<file path="config.mk">
export PLATFORM = sky130hd
export DESIGN_NAME = universal_shift_reg
export DESIGN_NICKNAME = d
export VERILOG_FILES = /design/src/rtl/universal_shift_reg.sv
export SDC_FILE = /design/constraint.sdc
export NUM_CORES = 1
export LEC_CHECK = 0
export BUFFER_PORTS_ARGS = -buffer_cell sky130_fd_sc_hd__buf_2
export CORE_MARGIN = 2
export CORE_UTILIZATION = 50
export DETAILED_ROUTE_END_ITERATION = 10
export GPL_TIMING_DRIVEN = 0
export PLACE_DENSITY = 0.86
export SETUP_SLACK_MARGIN = 0.05
export SYNTH_ARGS = -nofsm -noshare
export SYNTH_HDL_FRONTEND = slang
export SYNTH_SLANG_ARGS = --single-unit
</file>
<file path="constraint.sdc">
create_clock -name clk_2 -period 2.3 [get_ports clk_2]
set_input_delay 0.23 -clock clk_2 [delete_from_list [all_inputs] [get_ports clk_2]]
set_output_delay 0.23 -clock clk_2 [all_outputs]
set_load 0.03 [all_outputs]
</file>
<file path="src/rtl/universal_shift_reg.sv">
// universal_shift_reg: parametrised universal shift register with hold, parallel
// load, logical/arithmetic shift, rotate and clear, plus a start/busy/done burst
// engine that repeats one shift/rotate operation a programmable number of times.
// Optional feature macro: USR_ROTATE_EN enables ROR/ROL (modes 101/110); when it is
// not defined those codes act as HOLD and a burst with them completes immediately.
module universal_shift_reg #(
    parameter int unsigned WIDTH = 8,
    parameter int unsigned CNT_W = 4
) (
    input  logic             clk_2,
    input  logic             reset,
    input  logic             en,
    input  logic [2:0]       mode,
    input  logic             ser_in_r,
    input  logic             ser_in_l,
    input  logic [WIDTH-1:0] par_in,
    input  logic             start,
    input  logic [CNT_W-1:0] count,
    output logic [WIDTH-1:0] q,
    output logic             ser_out_r,
    output logic             ser_out_l,
    output logic             busy,
    output logic             done
);

    localparam logic [2:0] OP_HOLD = 3'b000;
    localparam logic [2:0] OP_LOAD = 3'b001;
    localparam logic [2:0] OP_SHR  = 3'b010;
    localparam logic [2:0] OP_SHL  = 3'b011;
    localparam logic [2:0] OP_ASR  = 3'b100;
    localparam logic [2:0] OP_ROR  = 3'b101;
    localparam logic [2:0] OP_ROL  = 3'b110;
    localparam logic [2:0] OP_CLR  = 3'b111;

    typedef enum logic [1:0] {
        ST_IDLE  = 2'b00,
        ST_SHIFT = 2'b01,
        ST_DONE  = 2'b10
    } state_t;

    state_t           state;
    state_t           state_nxt;
    logic [2:0]       op_r;
    logic [CNT_W-1:0] rem;
    logic [2:0]       op_sel;
    logic [WIDTH-1:0] q_step;
    logic             burst_op;
    logic             burst_go;

    // FSM state register
    always_ff @(posedge clk_2 or posedge reset) begin
        if (reset) begin
            state <= ST_IDLE;
        end else begin
            state <= state_nxt;
        end
    end

    // FSM next-state: bursts only start from IDLE; DONE always returns to IDLE
    always_comb begin
        state_nxt = state;
        case (state)
            ST_IDLE: begin
                if (en && start) begin
                    state_nxt = burst_go ? ST_SHIFT : ST_DONE;
                end
            end
            ST_SHIFT: begin
                if (en && (rem == CNT_W'(1))) begin
                    state_nxt = ST_DONE;
                end
            end
            ST_DONE: begin
                state_nxt = ST_IDLE;
            end
            default: begin
                state_nxt = ST_IDLE;
            end
        endcase
    end

    // FSM outputs: pure decodes of the state register
    always_comb begin
        busy = 1'b0;
        done = 1'b0;
        case (state)
            ST_SHIFT: busy = 1'b1;
            ST_DONE:  done = 1'b1;
            default: begin
                busy = 1'b0;
                done = 1'b0;
            end
        endcase
    end

    // Burst qualification: only shift/rotate ops with a non-zero count actually run
    always_comb begin
        burst_op = 1'b0;
        case (mode)
            OP_SHR, OP_SHL, OP_ASR: burst_op = 1'b1;
`ifdef USR_ROTATE_EN
            OP_ROR, OP_ROL:         burst_op = 1'b1;
`endif
            default:                burst_op = 1'b0;
        endcase
        burst_go = burst_op && (count != '0);
    end

    // One-step result of the selected operation (latched op during a burst)
    always_comb begin
        op_sel = (state == ST_SHIFT) ? op_r : mode;
        q_step = q;
        case (op_sel)
            OP_HOLD: q_step = q;
            OP_LOAD: q_step = par_in;
            OP_SHR:  q_step = {ser_in_r, q[WIDTH-1:1]};
            OP_SHL:  q_step = {q[WIDTH-2:0], ser_in_l};
            OP_ASR:  q_step = {q[WIDTH-1], q[WIDTH-1:1]};
`ifdef USR_ROTATE_EN
            OP_ROR:  q_step = {q[0], q[WIDTH-1:1]};
            OP_ROL:  q_step = {q[WIDTH-2:0], q[WIDTH-1]};
`endif
            OP_CLR:  q_step = '0;
            default: q_step = q;
        endcase
    end

    // Datapath registers; the start edge only latches the burst, q is untouched
    always_ff @(posedge clk_2 or posedge reset) begin
        if (reset) begin
            q    <= '0;
            op_r <= OP_HOLD;
            rem  <= '0;
        end else if (en) begin
            case (state)
                ST_IDLE: begin
                    if (start) begin
                        op_r <= mode;
                        rem  <= count;
                    end else begin
                        q <= q_step;
                    end
                end
                ST_SHIFT: begin
                    q   <= q_step;
                    rem <= rem - CNT_W'(1);
                end
                default: begin
                    q <= q;
                end
            endcase
        end
    end

    // Serial outputs are the bits that leave on right/left moves
    assign ser_out_r = q[0];
    assign ser_out_l = q[WIDTH-1];

endmodule

</file>
==> impl_metrics.toml, run 1 <==
[drt]
drtPass1Iterations = 4
routed_wl_um = 2549
drt_iter0_drc = 14
route.detailed.drc = 0
routed_via_density = 5.709
antenna_left = 0
vias = 1022
wire_per_inst_um = 14.24

[timing]
tightest_slew_ps = 640.9
relSlewSlack = 0.5723
setup_viol = 0
finalSetupTns_ps = 0
period_share = 0.8248
holdWs_ps = 3.895
hold_viol_final = 0
drv_slew = 0
fin_skew_ps = 7.245
clock.fmax_ghz = 0.5271
rsz0062_at_grt = "false"
fin_ws_ps = 402.9
period_needed_ps = 1897

[yosys]
synth_edf_count = 0
ys_ff_latch = 17
netlist_instances = 116
ys_async_sr_fraction = 1.000
syn_avg_cell_area_sq_um = 10.54
synth_area_sq_um = 1222
ys_seq_area_frac = 0.3480
ys_types = 44
synth_ff_type = "dfrtp_1"
yosys_warnings = 0
syn-num-nets = 139

[clock_network]
post_cts_resized = 0
clk_latency_ps = 290
cts_tree = "done"
cts_sinks = 17
clockRootBuffer = "clkbuf_4"
h-tree-depth = 1
clockBufferDepth = 2
cts.clk_slew.worst_paths_ps = 100
hold_buffers = 0
cts_made_buffers = 3
cts_setup_buffers = 0

[pwr]
irDropWorstVdd_uv = 652.0
leakage_nw = 0.6807
power_density_nw_per_um2 = 1273

[floorplan]
die_area_sq_um = 2856
pin_count = 33
rows = 17
start_util = 0.5422
core_sq_um = 2255
die_height_um = 53.45
fp.dieW_um = 53.45

[critical_path]
critPathLaunch = "state[1]$_DFFE_PP0P_"
path_max_fanout = 7
cp-start-kind = "register"
crit_type = "reg2reg"
r2r_end = "q[4]$_DFFE_PP0P_"
critical_path_required_ps = 2490
arrival_ps = 2080
crit_path_end_kind = "register"
crit_chain = "nand2b_4 > inv_6 > mux2i_4 > o21bai_2 > a31oi_4 > mux2_4"
slowest_stage = "dfrtp_1"
timing.rr.start = "state[1]$_DFFE_PP0P_"
r2r_setup_slack_ps = 400
cp_slowest_stage_delay_ps = 400
rr_worst_depth = 6

[final_layout]
multi_input_area_sq_um = 734.5
drive_gt1_frac = 0.4040
area_growth_pct = 17.71
final_nets = 175
num_antenna_cells = 0
ff_latch_area_sq_um = 425.4
finalInstanceArea_sq_um = 1439
fillCellCount = 202
final_cells = 179

[global_routing]
grt_pass1_wl_um = 4160
antenna_found_initial = 0
grt_use_total = 0.2027
grt_start_max_net_pins = 18
grt_pass1_vias = 979
grt_overflow = 0

[place]
placedCellCount = 175
gp_congestion = 0.7581
pre_cts_slack_ps = 403.6
hpwl_um = 1994
dpl_cell_area_sq_um = 1413
portBuffers = 31

[status]
status = "finished, final reports clean"

[flow_run]
drv_cap = 0

[min_path]
hold_path.class = "in2async"
## layout by cell type (no fill, tap or decap), types with 2 or more instances in the layout
cell type  netlist  layout
a21oi_1          5       5
a221o_1          7       7
buf_2            1      32
buf_4            2       2
clkbuf_1         1       2
clkbuf_4         0       3
dfrtp_1         17      17
ha_1             2       2
inv_1            5       5
mux2_4           8       8
mux2i_1          2       2
nand2_1          6       6
nand2b_1         4       4
nand3_1          2       2
nor2_1           5       5
nor3_1           3       3
nor3_2           2       2
o21a_1           7       7
o21ai_0          8       8
xnor2_1          4       4
## worst max-delay path by stage
stage	cells past startpoint	slack, ps	endpoint
floorplan	6	510	q[0]$_DFFE_PP0P_
global placement	6	470	q[2]$_DFFE_PP0P_
detailed placement	6	400	q[3]$_DFFE_PP0P_
CTS	6	390	q[3]$_DFFE_PP0P_
global route	6	330	q[3]$_DFFE_PP0P_
finish	6	400	q[4]$_DFFE_PP0P_
## cells in the mapped netlist, drive strengths merged (5+ instances only)
cell    instances  area (sq um)
nor2            5         18.77
o21ai           9         45.04
inv             6         27.53
nand2           7         28.78
a221o           7         70.07
nand2b          5         38.78
dfrtp          17         425.4
a21oi           5         25.02
nor3            5         35.03
mux2           10         142.6
o21a            7         52.55
## area by class of cell
| type | instances | area share |
|---|---|---|
| plain buffers | 5 | 0.02435 |
| clock buffers | 4 | 0.01826 |
| inverters | 6 | 0.01913 |
| multi-input cells | 88 | 0.5104 |
| flip-flops and latches | 17 | 0.2957 |
| well taps | 28 | 0.02435 |
| repair buffers | 31 | 0.1078 |
## metrics by stage
stage	total power [mW]	utilization
finish	1.832	0.6382
global route	1.977	0.6382
CTS	1.844	0.6382
detailed placement	1.682	0.6265
global placement	1.637	0.6265
floorplan	1.435	-
## layer usage
| layer | routed length, um | vias to the layer above | track usage |
|---|---|---|---|
| li1 | - | 500 | - |
| met4 | 32 | 0 | 0.05983 |
| met3 | 143 | 4 | 0.05367 |
| met2 | 1305 | 29 | 0.3601 |
| met5 | 0 | - | 0 |
| met1 | 1067 | 489 | 0.2347 |
## flip-flops by register name, indices dropped and copies added, names as in the netlist
name / flops
q: 8
rem: 4
op_r: 3
state: 2
## report_power, final
group / switching, mW / internal [mW]
logic: 0.585 / 0.495
clock network: 0.0903 / 0.0675
registers: 0.159 / 0.434
total: 0.835 / 0.997
## kinds of logic after synthesis
group / after synthesis / synth area share
fa+ha+maj: 2 / 0.02047
compound gates: 37 / 0.2344
xor+xnor: 4 / 0.02866
flops: 17 / 0.3480
simple gates: 31 / 0.1546
buf+inv: 11 / 0.05117
mux: 14 / 0.1627
## worst max-delay path, delay by kind of cell, from the launching register on
kind	cells	cell delay, ps
buffers and inverters	1	100
multiplexers	2	640
AO/OA/AOI/OAI	2	480
flip-flops	1	400
AND/OR/NAND/NOR	1	180
(Power assumes the default switching activity.)
==> run 2, diff against run 1 <==
==> constraint.sdc (replaced) <==
create_clock -name clk_2 -period 1.8 [get_ports clk_2]
set_input_delay 0.18 -clock clk_2 [delete_from_list [all_inputs] [get_ports clk_2]]
set_output_delay 0.18 -clock clk_2 [all_outputs]
set_load 0.03 [all_outputs]
==> run 2 against run 1 <==
  * Clock skew grew 8.5 ps
  * Power up 35%
  * Register-to-register slack lost 320 ps
  * Critical path depth is 1 higher
  * Clock-buffer cell count down 1
  * Core utilization is 2.9 points higher
  * Sequential power rose by 29%
  * First-iteration DRC count rose to 2.6 times the previous value
  * Critical endpoint is now q[5]$_DFFE_PP0P_
  * Fmax increased by 11%
  * Flip-flop and latch count unchanged
==> impl_metrics.toml, run 2 (same netlist as run 1, synthesis figures left out) <==
[critical_path]
timing.rr.start = "state[1]$_DFFE_PP0P_"
rr_worst_depth = 7
crit_path_end_kind = "register"
critPathLaunch = "state[1]$_DFFE_PP0P_"
path_max_fanout = 7
cp-start-kind = "register"
arrival_ps = 1920
critical_path_required_ps = 2000
crit_type = "reg2reg"

[drt]
routed_via_density = 5.793
route.detailed.drc = 0
antenna_left = 0
drt_iter0_drc = 36
wire_per_inst_um = 15.26
routed_wl_um = 2807
vias = 1066
drtPass1Iterations = 4

[final_layout]
final_nets = 180
multi_input_area_sq_um = 740.7
fillCellCount = 189
area_growth_pct = 23.03
reg_top3 = "q: 8 flops, rem: 4 flops, op_r: 3 flops"
layout_commonest_cell = "buf_2"
final_cell_mix = "buf_2, dfrtp_1, mux2_4"
largest_reg_flops = 8
drive_gt1_frac = 0.4359
ff_latch_area_sq_um = 427.9
num_antenna_cells = 0
top_register = "q"

[timing]
relSlewSlack = 0.5516
fin_skew_ps = 15.79
period_needed_ps = 1715
tightest_slew_ps = 671.9
finalSetupTns_ps = 0
period_share = 0.9526
hold_viol_final = 0
setup_viol = 0
rsz0062_at_grt = "true"
clock.fmax_ghz = 0.5832
holdWs_ps = 133.7
fin_ws_ps = 85.37
drv_slew = 0

[global_routing]
grt_start_max_net_pins = 18
grt_pass1_wl_um = 4471
grt_use_total = 0.2166
grt_overflow = 0
grt_pass1_vias = 1019
antenna_found_initial = 0

[min_path]
hp-start = "count[0]"
hold_path.class = "in2reg"
hold_depth = 3

[clock_network]
clk_latency_ps = 300
cts_tree = "done"
cts_sinks = 17
cts.clk_slew.worst_paths_ps = 120
clockRootBuffer = "clkbuf_4"
cts_made_buffers = 3
clockBufferDepth = 2
h-tree-depth = 1

[place]
pre_cts_slack_ps = -40.78
portBuffers = 31
hpwl_um = 2024
gp_congestion = 0.7530

[floorplan]
die_height_um = 53.45
pin_count = 33
start_util = 0.5422
rows = 17
die_area_sq_um = 2856
core_sq_um = 2255
fp.dieW_um = 53.45

[flow_run]
drv_cap = 0

[status]
status = "finished, final reports clean"

[pwr]
total_power_mw = 2.478
irDropWorstVdd_uv = 917.6
power_density_nw_per_um2 = 1648
leakage_nw = 0.7139
-- run 2: changes by cell type in the layout (fill, tap and decap cells not counted), sizes merged --
cell | previous run | this run
clkbuf | 5 | 4
buf | 35 | 39
clkinv | 0 | 1
dlygate4sd3 | 0 | 1
-- run 2: routing by layer --
metal / vias to the layer above / share of wire / track usage
li1: 513 / - / -
met1: 513 / 0.41 / 0.2561
met2: 40 / 0.52 / 0.3992
met3: 0 / 0.066 / 0.05367
met4: 0 / 0 / 0.02564
met5: - / 0 / 0
-- run 2: worst paths after layout --
| path | endpoint | slack (ps) |
|---|---|---|
| hold / removal | rem[0]$_DFFE_PP0P_ | 130 |
| max in group asynchronous | op_r[2]$_DFFE_PP0P_ | 810 |
| min in group asynchronous | q[0]$_DFFE_PP0P_ | 500 |
| setup / recovery | q[5]$_DFFE_PP0P_ | 90 |
| setup reg to reg | q[5]$_DFFE_PP0P_ | 90 |
| hold reg to reg | q[7]$_DFFE_PP0P_ | 570 |
-- run 2: per-stage QoR --
stage | instances | utilization | area [sq um]
3_3_place_gp | 175 | 0.6276 | 1415
4_1_cts | 183 | 0.6604 | 1489
3_5_place_dp | 175 | 0.6276 | 1415
5_1_grt | 184 | 0.6670 | 1504
2_1_floorplan | 116 | - | 1225
6_report | 184 | 0.6670 | 1504
-- run 2: final cells by class --
class                           instances  share of cell area
Timing Repair Buffer                   36              0.1381
Multi-Input combinational cell         88              0.4925
Inverter                                6             0.01997
Buffer                                  5             0.02329
Clock inverter                          1            0.003328
Tap cell                               28             0.02329
Sequential cell                        17              0.2845
Clock buffer                            3             0.01498
-- run 2: worst max-delay path, stage by stage, from the launching register on --
cell and delay [ps]:
dfrtp_1 400, nand2b_4 180, inv_8 90, mux2i_4 240, o21bai_2 100, a31oi_4 170
buf_12 150, mux2_4 300
-- run 2: repair_timing --
item,4_1_cts,5_1_grt
setup endpoints to repair,7,7
buffers inserted,3,1
resized for setup,1,3
hold buffers,1,0
hold endpoints to repair,17,0
-- run 2: report_power, final --
| group | switching (mW) | total (mW) | internal, mW |
|---|---|---|---|
| clock | 0.132 | 0.215 | 0.0829 |
| sequential | 0.210 | 0.769 | 0.559 |
| combinational | 0.793 | 1.49 | 0.701 |
==> run 3, diff against run 2 <==
--- a/config.mk
+++ b/config.mk
@@ -11,7 +11,9 @@
 export DETAILED_ROUTE_END_ITERATION = 10
 export GPL_TIMING_DRIVEN = 0
 export PLACE_DENSITY = 0.86
+export RECOVER_POWER = 100
 export SETUP_SLACK_MARGIN = 0.05
+export SLEW_MARGIN = 20
 export SYNTH_ARGS = -nofsm -noshare
 export SYNTH_HDL_FRONTEND = slang
 export SYNTH_SLANG_ARGS = --single-unit
==> run 3 against run 2 <==
  * Wire length rose by 0.86%
  * Non-clock buffer count unchanged
  * Clock power hardly changed
  * Power shrank 0.90%
  * Largest power group unchanged
  * Cell area down 1.0%
  * Via count increased by 0.47%
  * Clock skew hardly changed
  * Cell count unchanged
  * First-iteration DRC count shrank 11%
  * Die area unchanged
  * Combinational power is essentially flat
  * Hold slack hardly changed
==> impl_metrics.toml, run 3 (same netlist as run 1, synthesis figures left out) <==
[status]
status = "finished, final reports clean"

[floorplan]
die_height_um = 53.45
die_area_sq_um = 2856
pin_count = 33
rows = 17
core_sq_um = 2255
start_util = 0.5422
fp.dieW_um = 53.45

[critical_path]
r2r_setup_slack_ps = 70
critPathLaunch = "state[1]$_DFFE_PP0P_"
cp-start-kind = "register"
cp.depth = 7
crit_type = "reg2reg"
r2r_end = "q[5]$_DFFE_PP0P_"
crit_path_end_kind = "register"
slowest_stage = "dfrtp_1"
arrival_ps = 1930
crit_end = "q[5]$_DFFE_PP0P_"
critPathBufInv = 2
cp_slowest_stage_delay_ps = 410
critical_path_required_ps = 2000
crit_family = "multiplexers"
rr_worst_depth = 7
path_max_fanout = 7
crit_chain = "nand2b_4 > inv_8 > mux2i_4 > o21bai_2 > a31oi_4 > buf_12 > mux2_4"
timing.rr.start = "state[1]$_DFFE_PP0P_"

[timing]
period_needed_ps = 1728
finalSetupTns_ps = 0
drv_slew = 0
fin_skew_ps = 15.35
fin_ws_ps = 71.61
setup_viol = 0
tightest_slew_ps = 677.5
hold_viol_final = 0
relSlewSlack = 0.5478
rsz0062_at_grt = "true"
period_share = 0.9602
clock.fmax_ghz = 0.5786

[drt]
vias = 1071
drtPass1Iterations = 4
routed_via_density = 5.821
antenna_left = 0
route.detailed.drc = 0
drt_iter0_drc = 32
routed_wl_um = 2831
wire_per_inst_um = 15.39

[clock_network]
cts.clk_slew.worst_paths_ps = 120
cts_made_buffers = 3
h-tree-depth = 1
clockRootBuffer = "clkbuf_4"
clk_latency_ps = 300
clockBufferDepth = 2
cts_tree = "done"
cts_sinks = 17

[place]
gp_congestion = 0.7530
pre_cts_slack_ps = -40.78
portBuffers = 31
hpwl_um = 2024
dpl_cell_area_sq_um = 1415

[final_layout]
final_cell_mix = "buf_2, dfrtp_1, clkbuf_1"
finalInstanceArea_sq_um = 1489
largest_reg_flops = 8
reg_top3 = "q: 8 flops, rem: 4 flops, op_r: 3 flops"
top_register = "q"
layout_commonest_cell = "buf_2"
ff_latch_area_sq_um = 427.9
multi_input_area_sq_um = 740.7
drive_gt1_frac = 0.3590
fillCellCount = 198
num_antenna_cells = 0
area_growth_pct = 21.80
final_nets = 180

[pwr]
comb_power_share = 0.597
seqPwrFrac = 0.315
leakage_nw = 0.6728
p_sw_frac = 0.4667
irDropWorstVdd_uv = 883.0
p_sw_mw = 1.146
power_density_nw_per_um2 = 1649
clkPwrFrac = 0.088
power.internal_mw = 1.310
total_power_mw = 2.456

[global_routing]
grtUsageMet3 = 0.05367
grt_overflow = 0
grt_util_met1 = 0.2561
top_usage_layer = "met2"
grt_start_max_net_pins = 18
use_met2 = 0.3992
grt_pass1_vias = 1019
grt_use_total = 0.2166
antenna_found_initial = 0
grt_pass1_wl_um = 4471

[min_path]
hold_path.class = "in2reg"

[flow_run]
drv_cap = 0
run 3: power groups by stage:
stage | clock network, mW | registers [mW] | logic (mW)
after floorplan | 0 | 0.885 | 0.954
after global routing | 0.239 | 0.796 | 1.59
after CTS | 0.216 | 0.759 | 1.47
after detailed placement | 0 | 0.774 | 1.38
final | 0.216 | 0.773 | 1.47
after global placement | 0 | 0.754 | 1.34
run 3: metrics by stage:
stage | utilization | cells | hold slack [ps]
2_1_floorplan | - | 116 | 106.1
3_5_place_dp | 0.6276 | 175 | 302.7
5_1_grt | 0.6604 | 184 | 175.1
6_report | 0.6604 | 184 | 133.6
4_1_cts | 0.6604 | 183 | 131.2
3_3_place_gp | 0.6276 | 175 | 295.6
run 3: final cells by class:
class	count	area share
plain buffers	5	0.02353
clock buffers	3	0.01513
clock inverters	1	0.003361
inverters	6	0.02017
multi-input cells	88	0.4975
flip-flops and latches	17	0.2874
well taps	28	0.02353
repair buffers	36	0.1294
run 3: worst reg2reg max path, stage by stage (launching register included):
cell      delay [ps]
dfrtp_1          410
nand2b_4         190
inv_8             90
mux2i_4          250
o21bai_2         100
a31oi_4          170
buf_12           150
mux2_4           300
run 3: routing by layer:
layer | routed length (um) | vias to the layer above
met5 | 0 | -
met4 | 0 | 0
met3 | 156 | 0
met2 | 1465 | 34
li1 | - | 511
met1 | 1210 | 526
run 3: repair_timing:
item / 4_1_cts / 5_1_grt
gates resized for setup: 1 / 3
endpoints found under the hold margin: 17 / 0
buffers inserted: 3 / 1
setup endpoints to repair: 7 / 7
cloned: 0 / 0
hold buffers: 1 / 0
run 3: worst min-delay path by stage:
| stage | end | start | slack, ps | cells past startpoint |
|---|---|---|---|---|
| floorplan | op_r[0]$_DFFE_PP0P_ | reset | 110 | 1 |
| global placement | rem[1]$_DFFE_PP0P_ | reset | 300 | 2 |
| detailed placement | rem[1]$_DFFE_PP0P_ | reset | 300 | 2 |
| CTS | rem[0]$_DFFE_PP0P_ | count[0] | 130 | 3 |
| global route | rem[2]$_DFFE_PP0P_ | count[2] | 180 | 3 |
| finish | rem[0]$_DFFE_PP0P_ | count[0] | 130 | 3 |
